**src/rtl/stack_initiator.sv**
```systemverilog
// stack_initiator: turns host push/pop commands into single valid/ready
// requests to an attached stack. It also keeps a shadow occupancy count that is
// used to predict overflow/underflow, and it aborts requests that wait too long
// for ready.
//
// Ports:
//   clk, reset                      clock, asynchronous active-high reset
//   cmd_valid/cmd_ready             host command handshake
//   cmd_write, cmd_data             command type (1 = push) and push data
//   valid/ready, write, data_wr     request to the stack
//   data_rd, err                    stack reply, sampled in the handshake cycle
//   rsp_valid/rsp_ready             host response handshake
//   rsp_write, rsp_data             echoed command type and popped data
//   rsp_err, rsp_timeout            stack error / aborted request
//   rsp_mismatch                    sampled err differs from the predicted err
//   occupancy                       shadow stack depth
module stack_initiator #(
    parameter int unsigned DEPTH   = 4,
    parameter int unsigned TIMEOUT = 16,
    parameter int unsigned CW      = $clog2(DEPTH + 1)
) (
    input  logic          clk,
    input  logic          reset,
    input  logic          cmd_valid,
    output logic          cmd_ready,
    input  logic          cmd_write,
    input  logic [31:0]   cmd_data,
    output logic          valid,
    input  logic          ready,
    output logic          write,
    output logic [31:0]   data_wr,
    input  logic [31:0]   data_rd,
    input  logic          err,
    output logic          rsp_valid,
    input  logic          rsp_ready,
    output logic          rsp_write,
    output logic [31:0]   rsp_data,
    output logic          rsp_err,
    output logic          rsp_timeout,
    output logic          rsp_mismatch,
    output logic [CW-1:0] occupancy
);

    localparam int unsigned WW = $clog2(TIMEOUT + 1);

    typedef enum logic [1:0] {
        IDLE = 2'd0,
        REQ  = 2'd1,
        RSP  = 2'd2
    } state_t;

    state_t          r_state;
    state_t          w_next;
    logic            w_accept;
    logic            w_hs;
    logic            w_to;
    logic            w_pred_err;

    logic            r_cmd_ready;
    logic            r_valid;
    logic            r_write;
    logic [31:0]     r_data_wr;
    logic [WW-1:0]   r_wait;
    logic            r_rsp_valid;
    logic            r_rsp_write;
    logic [31:0]     r_rsp_data;
    logic            r_rsp_err;
    logic            r_rsp_timeout;
    logic            r_rsp_mismatch;
    logic [CW-1:0]   r_occ;

    // Error the stack should report, based on the shadow depth
    assign w_pred_err = r_write ? (r_occ == CW'(DEPTH)) : (r_occ == '0);

    // State register
    always_ff @(posedge clk or posedge reset) begin
        if (reset) begin
            r_state <= IDLE;
        end else begin
            r_state <= w_next;
        end
    end

    // Next state; ready is checked first so a handshake on the last wait cycle beats the timeout
    always_comb begin
        w_next   = r_state;
        w_accept = 1'b0;
        w_hs     = 1'b0;
        w_to     = 1'b0;
        case (r_state)
            IDLE: begin
                if (cmd_valid && r_cmd_ready) begin
                    w_accept = 1'b1;
                    w_next   = REQ;
                end
            end
            REQ: begin
                if (ready) begin
                    w_hs   = 1'b1;
                    w_next = RSP;
                end else if (r_wait == WW'(TIMEOUT - 1)) begin
                    // This cycle would be the TIMEOUT-th one without ready
                    w_to   = 1'b1;
                    w_next = RSP;
                end
            end
            RSP: begin
                if (rsp_ready) begin
                    w_next = IDLE;
                end
            end
            default: w_next = IDLE;
        endcase
    end

    // Handshake outputs, request/response payloads, wait counter and shadow occupancy
    always_ff @(posedge clk or posedge reset) begin
        if (reset) begin
            r_cmd_ready    <= 1'b0;
            r_valid        <= 1'b0;
            r_write        <= 1'b0;
            r_data_wr      <= '0;
            r_wait         <= '0;
            r_rsp_valid    <= 1'b0;
            r_rsp_write    <= 1'b0;
            r_rsp_data     <= '0;
            r_rsp_err      <= 1'b0;
            r_rsp_timeout  <= 1'b0;
            r_rsp_mismatch <= 1'b0;
            r_occ          <= '0;
        end else begin
            r_cmd_ready <= (w_next == IDLE);
            r_valid     <= (w_next == REQ);
            r_rsp_valid <= (w_next == RSP);

            if (w_accept) begin
                r_write   <= cmd_write;
                r_data_wr <= cmd_data;
                r_wait    <= '0;
            end else if (r_state == REQ && !ready) begin
                r_wait <= r_wait + WW'(1);
            end

            if (w_hs) begin
                r_rsp_write    <= r_write;
                r_rsp_err      <= err;
                r_rsp_timeout  <= 1'b0;
                r_rsp_data     <= (!r_write && !err) ? data_rd : 32'd0;
                r_rsp_mismatch <= (err != w_pred_err);
                // Saturate so an unexpected success at a boundary cannot wrap the count
                if (!err) begin
                    if (r_write && r_occ != CW'(DEPTH)) begin
                        r_occ <= r_occ + CW'(1);
                    end else if (!r_write && r_occ != '0) begin
                        r_occ <= r_occ - CW'(1);
                    end
                end
            end else if (w_to) begin
                r_rsp_write    <= r_write;
                r_rsp_err      <= 1'b0;
                r_rsp_timeout  <= 1'b1;
                r_rsp_data     <= 32'd0;
                r_rsp_mismatch <= 1'b0;
            end
        end
    end

    assign cmd_ready    = r_cmd_ready;
    assign valid        = r_valid;
    assign write        = r_write;
    assign data_wr      = r_data_wr;
    assign rsp_valid    = r_rsp_valid;
    assign rsp_write    = r_rsp_write;
    assign rsp_data     = r_rsp_data;
    assign rsp_err      = r_rsp_err;
    assign rsp_timeout  = r_rsp_timeout;
    assign rsp_mismatch = r_rsp_mismatch;
    assign occupancy    = r_occ;

endmodule

```
**config.mk**
```make
export PLATFORM = sky130hd
export DESIGN_NAME = stack_initiator
export DESIGN_NICKNAME = d
export VERILOG_FILES = /design/src/rtl/stack_initiator.sv
export SDC_FILE = /design/constraint.sdc
export NUM_CORES = 1
export LEC_CHECK = 0
export CAP_MARGIN = 20
export CORE_MARGIN = 10
export CORE_UTILIZATION = 35
export CTS_CLUSTER_SIZE = 14
export DETAILED_ROUTE_END_ITERATION = 6
export DONT_BUFFER_PORTS = 1
export SLEW_MARGIN = 20
export SYNTH_ARGS = -nofsm -noshare
export SYNTH_HDL_FRONTEND = slang
export SYNTH_SLANG_ARGS = --single-unit
```
**constraint.sdc**
```tcl
create_clock -name clk -period 2.7 [get_ports clk]
set_clock_uncertainty 0.05 [all_clocks]
set_input_delay 0.405 -clock clk [delete_from_list [all_inputs] [get_ports clk]]
set_output_delay 0.405 -clock clk [all_outputs]
set_load 0.05 [all_outputs]
```
==> flow_metrics.env, run 1 <==
export IMPL_status="finished clean"
export IMPL_finish_instance_area_um2=3540
export IMPL_route_detailed_drc=0
export IMPL_async_reset_ff_frac=1.00
export IMPL_cts_root_buf="clkbuf_8"
export IMPL_placedCellCount=314
export IMPL_max_vdd_ir_drop_mv=0.677
export IMPL_start_util=0.361
export IMPL_post_route_util=0.404
export IMPL_place_ws_ns=0.614
export IMPL_worst_slew_pin_slew_ns=0.613
export IMPL_multi_input_area_um2=1020
export IMPL_post_route_period_util=0.771
export IMPL_final_cells=331
export IMPL_comb_power_share=0.187
export IMPL_seqCellArea_um2=2050
export IMPL_power_density_nw_per_um2=1560
export IMPL_slowest_stage="dfrtp_1"
export IMPL_maxCapViolations=0
export IMPL_setup_viol=0
export IMPL_dieArea_um2=13200
export IMPL_vias=1748
export IMPL_via_per_inst=5.28
export IMPL_switchingPower_mw=2.75
export IMPL_final_fill_count=815
export IMPL_syn_area_per_cell_um2=15.1
export IMPL_max_slew_margin=0.591
export IMPL_synth_area_leaders="dfrtp_1 (65%), mux2_2 (12%), a22o_1 (9.1%)"
export IMPL_wl_per_cell_um=22.1
export IMPL_yosys_top_cells_count="dfrtp_1 (82), mux2_2 (34), a22o_1 (33), buf_2 (8), nor2_1 (6)"
export IMPL_hold_depth=1
export IMPL_num_rows=34
export IMPL_fmax_mhz=480
export IMPL_p_int_mw=2.77
export IMPL_slew_viol_final=0
export IMPL_crit_buf_inv=0
export IMPL_seqPwrFrac=0.629
export IMPL_yosysTopAreaCell="dfrtp_1"
export IMPL_layout_setup_ws_ns=0.618
export IMPL_antenna_found_initial=0
export IMPL_cpLargestDelayFamily="flip-flops"
export IMPL_antenna_cells=0
export IMPL_post_cts_repair_setup_buffers=0
export IMPL_hold_path_class="in -> reg"
export IMPL_chipHeight_um=115
export IMPL_period_needed_ns=2.08
export IMPL_clkTransAtPathRegs_ns=0.09
export IMPL_dr_pass1_iters=4
export IMPL_hold_violations=0
export IMPL_fp_dieW_um=115
export IMPL_ctsLongestPathBuffers=2
export IMPL_yosys_warnings=0
export IMPL_core_area_um2=8760
export IMPL_p_leak_nw=1.60
export IMPL_synth_main_ff_cell="dfrtp_1"
export IMPL_grt_pass1_vias=1815
export IMPL_detail_route_antenna_nets=0
export IMPL_synthCells=210
export IMPL_yosys_cell_count_top_type="dfrtp_1"
export IMPL_rr_startpoint="occupancy[2]"
export IMPL_cp_required_ns=2.88
export IMPL_min_from="ready"
export IMPL_wl_mm=7.30
export IMPL_cts_resized=0
export IMPL_place_congestion=0.700
export IMPL_worstPathMaxFanout=4
export IMPL_final_nets=293
export IMPL_whs_endpoint="rsp_timeout"
export IMPL_initialDrtViolationCount=101
export IMPL_fin_setup_tns_ns=0
export IMPL_reg2reg_to="occupancy[1]"
export IMPL_grt_start_max_net_pins=48
export IMPL_ys_seq_elements=82
export IMPL_hpwl_mm=5.62
export IMPL_synth_net_count=285
export IMPL_clk_latency_ns=0.35
export IMPL_cp_slowest_stage_delay_ns=0.71
export IMPL_place_area_um2=3300
export IMPL_crit_type="reg -> reg"
export IMPL_clkPwrFrac=0.184
export IMPL_pin_count=146
export IMPL_grt_pass1_wl_mm=11.0
export IMPL_ff2ff_path_depth=4
export IMPL_p_sw_frac=0.498
export IMPL_htreeDepth=3
export IMPL_cts_tree="yes"
export IMPL_synth_seq_area_share=0.649
export IMPL_synthDistinctLibCells=32
export IMPL_overflow=0
export IMPL_critPathLaunchType="flip-flop"
export IMPL_grt_usage=0.107
export IMPL_drive_gt1_frac=0.291
export IMPL_io_buffer_count=0
export IMPL_numCtsBuffers=9
export IMPL_rrSetupSlack_ns=0.62
export IMPL_area_delta_synth_final_pct=12.1
export IMPL_arrival_ns=2.27
export IMPL_synth_top_area_share=0.649
export IMPL_rsz0062_at_grt="no"
export IMPL_synth_edff_count=0
export IMPL_netlist_area_um2=3160
export IMPL_clock_sinks=82
export IMPL_cp_cell_sequence="or3b_1, nand2_1, fa_1, mux2_2"
export IMPL_critPathCaptureType="flip-flop"
-- how the worst max path moves through the flow --
stage                 start            to  slack (ns)  depth (start not counted)
3_3_place_gp   occupancy[2]  occupancy[1]        0.66                          4
5_1_grt        occupancy[2]  occupancy[1]        0.52                          4
2_1_floorplan         reset     cmd_ready        0.14                          1
3_5_place_dp   occupancy[2]  occupancy[1]        0.61                          4
6_report       occupancy[2]  occupancy[1]        0.62                          4
4_1_cts        occupancy[2]  occupancy[1]        0.60                          4
-- logic make-up after synthesis --
group                    count (synthesis)  synth area share
flip-flops                              82             0.649
AO/OA/AOI/OAI                           45             0.120
adder cells (fa/ha/maj)                  4            0.0182
buffers and inverters                   16            0.0305
AND/OR/NAND/NOR                         22            0.0416
XOR/XNOR                                 6            0.0166
multiplexers                            35             0.125
-- state kept, by name, indices dropped and copies added (netlist names), 2 cells and up --
signal and cells:
data_wr 32, occupancy 3, r_wait 5, rsp_data 32, r_state 2
-- through the flow --
stage | power, mW | hold WS, ns
2_1_floorplan | 4.26 | 0.406
3_3_place_gp | 4.53 | 0.326
3_5_place_dp | 4.58 | 0.336
4_1_cts | 5.61 | 0.0523
5_1_grt | 5.81 | 0.0548
6_report | 5.52 | 0.0812
-- placed cells by master (no fill, tap or decap), types with 2 or more instances in the layout --
master     count
mux2_2        34
nand2b_1       2
clkbuf_8      10
a21oi_1        2
and3_1         2
o21ai_0        2
a32o_1         2
a22o_1        33
inv_1          2
nor2_1         6
bufinv_16      2
nand2_1        3
o21bai_1       2
xnor2_1        2
clkinv_4       2
ha_1           3
dfrtp_1       82
buf_4          8
xor2_1         4
-- layer usage --
metal	GRT usage	share of wire	up-vias	wire [µm]
met5	0	0	-	0
met4	0.0520	0.014	0	103
met3	0.0604	0.15	8	1070
met2	0.144	0.43	103	3150
met1	0.135	0.41	861	2980
li1	-	-	776	-
-- power by group through the flow --
stage,Combinational (mW),Sequential (mW),Clock [mW]
after floorplan,0.820,3.44,0
after global placement,1.02,3.51,0
after detailed placement,1.06,3.52,0
after CTS,1.06,3.49,1.06
after global routing,1.15,3.55,1.11
final,1.03,3.47,1.02
-- worst reg2reg max path, delay by kind of cell, from the launching register on --
family / cells / cell delay (ns)
adders and majority gates: 1 / 0.40
DFF: 1 / 0.71
and+or+nand+nor: 2 / 0.54
muxes: 1 / 0.27
-- final cells by class --
type,count,area share
clock buffer,10,0.0388
clock inverter,6,0.0275
inverter,3,0.00353
multi-input combinational,112,0.287
sequential,82,0.579
tap,108,0.0381
timing repair buffer,10,0.0254
-- timing repair --
item | 4_1_cts | 5_1_grt
setup endpoints to repair | 0 | 0
endpoints found under the hold margin | 35 | 0
hold buffers | 1 | 0
Power figures use the tool's default switching activity.
==> run 2, diff against run 1 <==
clock period = 2.1 ns   (was 2.7 ns; I/O delays follow)
==> flow_metrics.env, run 2 (synthesis gave the netlist of run 1 again) <==
export IMPL_status="finished clean"
export IMPL_chipHeight_um=115
export IMPL_period_needed_ns=1.85
export IMPL_cts_tree="yes"
export IMPL_final_cells=339
export IMPL_crit_type="reg -> reg"
export IMPL_min_from="data_rd[13]"
export IMPL_fp_dieW_um=115
export IMPL_post_route_period_util=0.882
export IMPL_clk_latency_ns=0.34
export IMPL_ff2ff_path_depth=6
export IMPL_num_rows=34
export IMPL_overflow=0
export IMPL_ctsLongestPathBuffers=2
export IMPL_detail_route_antenna_nets=0
export IMPL_via_per_inst=5.23
export IMPL_antenna_cells=0
export IMPL_power_density_nw_per_um2=1940
export IMPL_drive_gt1_frac=0.303
export IMPL_fin_setup_tns_ns=0
export IMPL_crit_buf_inv=1
export IMPL_slew_viol_final=0
export IMPL_grt_start_max_net_pins=39
export IMPL_place_congestion=0.731
export IMPL_cp_required_ns=2.27
export IMPL_rsz0062_at_grt="no"
export IMPL_worst_slew_pin_slew_ns=0.814
export IMPL_reg2reg_to="r_state[1]"
export IMPL_setup_viol=0
export IMPL_grt_pass1_vias=1879
export IMPL_clock_sinks=82
export IMPL_holdWs_ns=0.0449
export IMPL_critPathLaunchType="flip-flop"
export IMPL_cp_slowest_stage_delay_ns=0.42
export IMPL_wl_mm=7.38
export IMPL_placedCellCount=319
export IMPL_clkTransAtPathRegs_ns=0.09
export IMPL_max_vdd_ir_drop_mv=0.776
export IMPL_cpLargestDelayFamily="adder cells"
export IMPL_route_detailed_drc=0
export IMPL_io_buffer_count=0
export IMPL_pin_count=146
export IMPL_numCtsBuffers=9
export IMPL_max_slew_margin=0.456
export IMPL_start_util=0.361
export IMPL_core_area_um2=8760
export IMPL_hpwl_mm=5.56
export IMPL_final_nets=301
export IMPL_rrSetupSlack_ns=0.25
export IMPL_wl_per_cell_um=21.8
export IMPL_critPathCaptureType="flip-flop"
export IMPL_cts_root_buf="clkbuf_8"
export IMPL_cp_common_cell="ha_1"
export IMPL_htreeDepth=3
export IMPL_maxCapViolations=0
export IMPL_antenna_found_initial=0
export IMPL_p_total_mw=6.90
export IMPL_hold_depth=1
export IMPL_cp_cell_sequence="ha_1, and3_1, ha_1, o21ai_2, buf_4, o21ai_0"
export IMPL_post_cts_repair_setup_buffers=0
export IMPL_slowest_stage="dfrtp_1"
export IMPL_fmax_mhz=540
export IMPL_hold_violations=0
export IMPL_dr_pass1_iters=4
export IMPL_final_cell_mix="dfrtp_1 (82), mux2_2 (34), a22o_1 (33), buf_4 (13), clkbuf_8 (9)"
export IMPL_rr_startpoint="r_wait[0]"
export IMPL_dieArea_um2=13200
export IMPL_hold_path_class="in -> reg"
export IMPL_grt_usage=0.106
export IMPL_area_delta_synth_final_pct=12.5
export IMPL_p_leak_nw=1.59
export IMPL_arrival_ns=2.02
export IMPL_worstPathMaxFanout=22
export IMPL_vias=1774
export IMPL_initialDrtViolationCount=97
export IMPL_grt_pass1_wl_mm=10.9
export IMPL_final_common_cell="dfrtp_1"
export IMPL_whs_endpoint="rsp_data[13]"
-- run 2: cell types whose count changed in the layout (fill, tap and decap cells not counted), sizes merged --
cell / before / now
clkinvlp: 0 / 4
buf: 9 / 14
clkinv: 3 / 2
dlygate4sd3: 1 / 4
bufinv: 2 / 0
clkbuf: 10 / 9
-- run 2: metal layers --
metal / routed length [µm] / up-vias / GRT usage
li1: - / 787 / -
met1: 2920 / 878 / 0.126
met2: 3380 / 103 / 0.157
met3: 1000 / 6 / 0.0651
met4: 82 / 0 / 0.0305
met5: 0 / - / 0
-- run 2: final cells by class --
type / count / area [µm²]
fill: 821 / 5210
sequential: 82 / 2050
multi-input combinational: 112 / 1020
timing repair buffer: 18 / 158
tap: 108 / 135
clock buffer: 9 / 124
clock inverter: 7 / 53.8
inverter: 3 / 15.0
-- run 2: stage by stage --
| step | setup WS, ns | utilization | cell area, µm² |
|---|---|---|---|
| after global routing | 0.144 | 0.406 | 3560 |
| after floorplan | 0.0950 | - | 3170 |
| final | 0.247 | 0.406 | 3560 |
| after CTS | 0.234 | 0.405 | 3550 |
| after detailed placement | 0.271 | 0.381 | 3340 |
| after global placement | 0.335 | 0.381 | 3340 |
-- run 2: repair_timing --
item | in CTS | in global routing
endpoints found under the setup margin | 0 | 0
resized for setup | 0 | 0
endpoints found under the hold margin | 38 | 1
hold buffers | 3 | 1
-- run 2: where the power goes --
part           leakage (nW)  internal [mW]  switching, mW
Clock                0.0822          0.437          0.598
Sequential             1.04           2.13           2.21
Combinational         0.472          0.772          0.750
-- run 2: worst max-delay path by stage --
stage                       startpoint            to  slack [ns]  cells after the start
after floorplan           occupancy[2]  occupancy[1]        0.09                      4
after global placement       r_wait[0]     rsp_valid        0.34                      6
after detailed placement     r_wait[0]    r_state[1]        0.27                      6
after CTS                    r_wait[0]    r_state[1]        0.23                      6
after global routing         r_wait[0]    r_state[1]        0.14                      6
final                        r_wait[0]    r_state[1]        0.25                      6
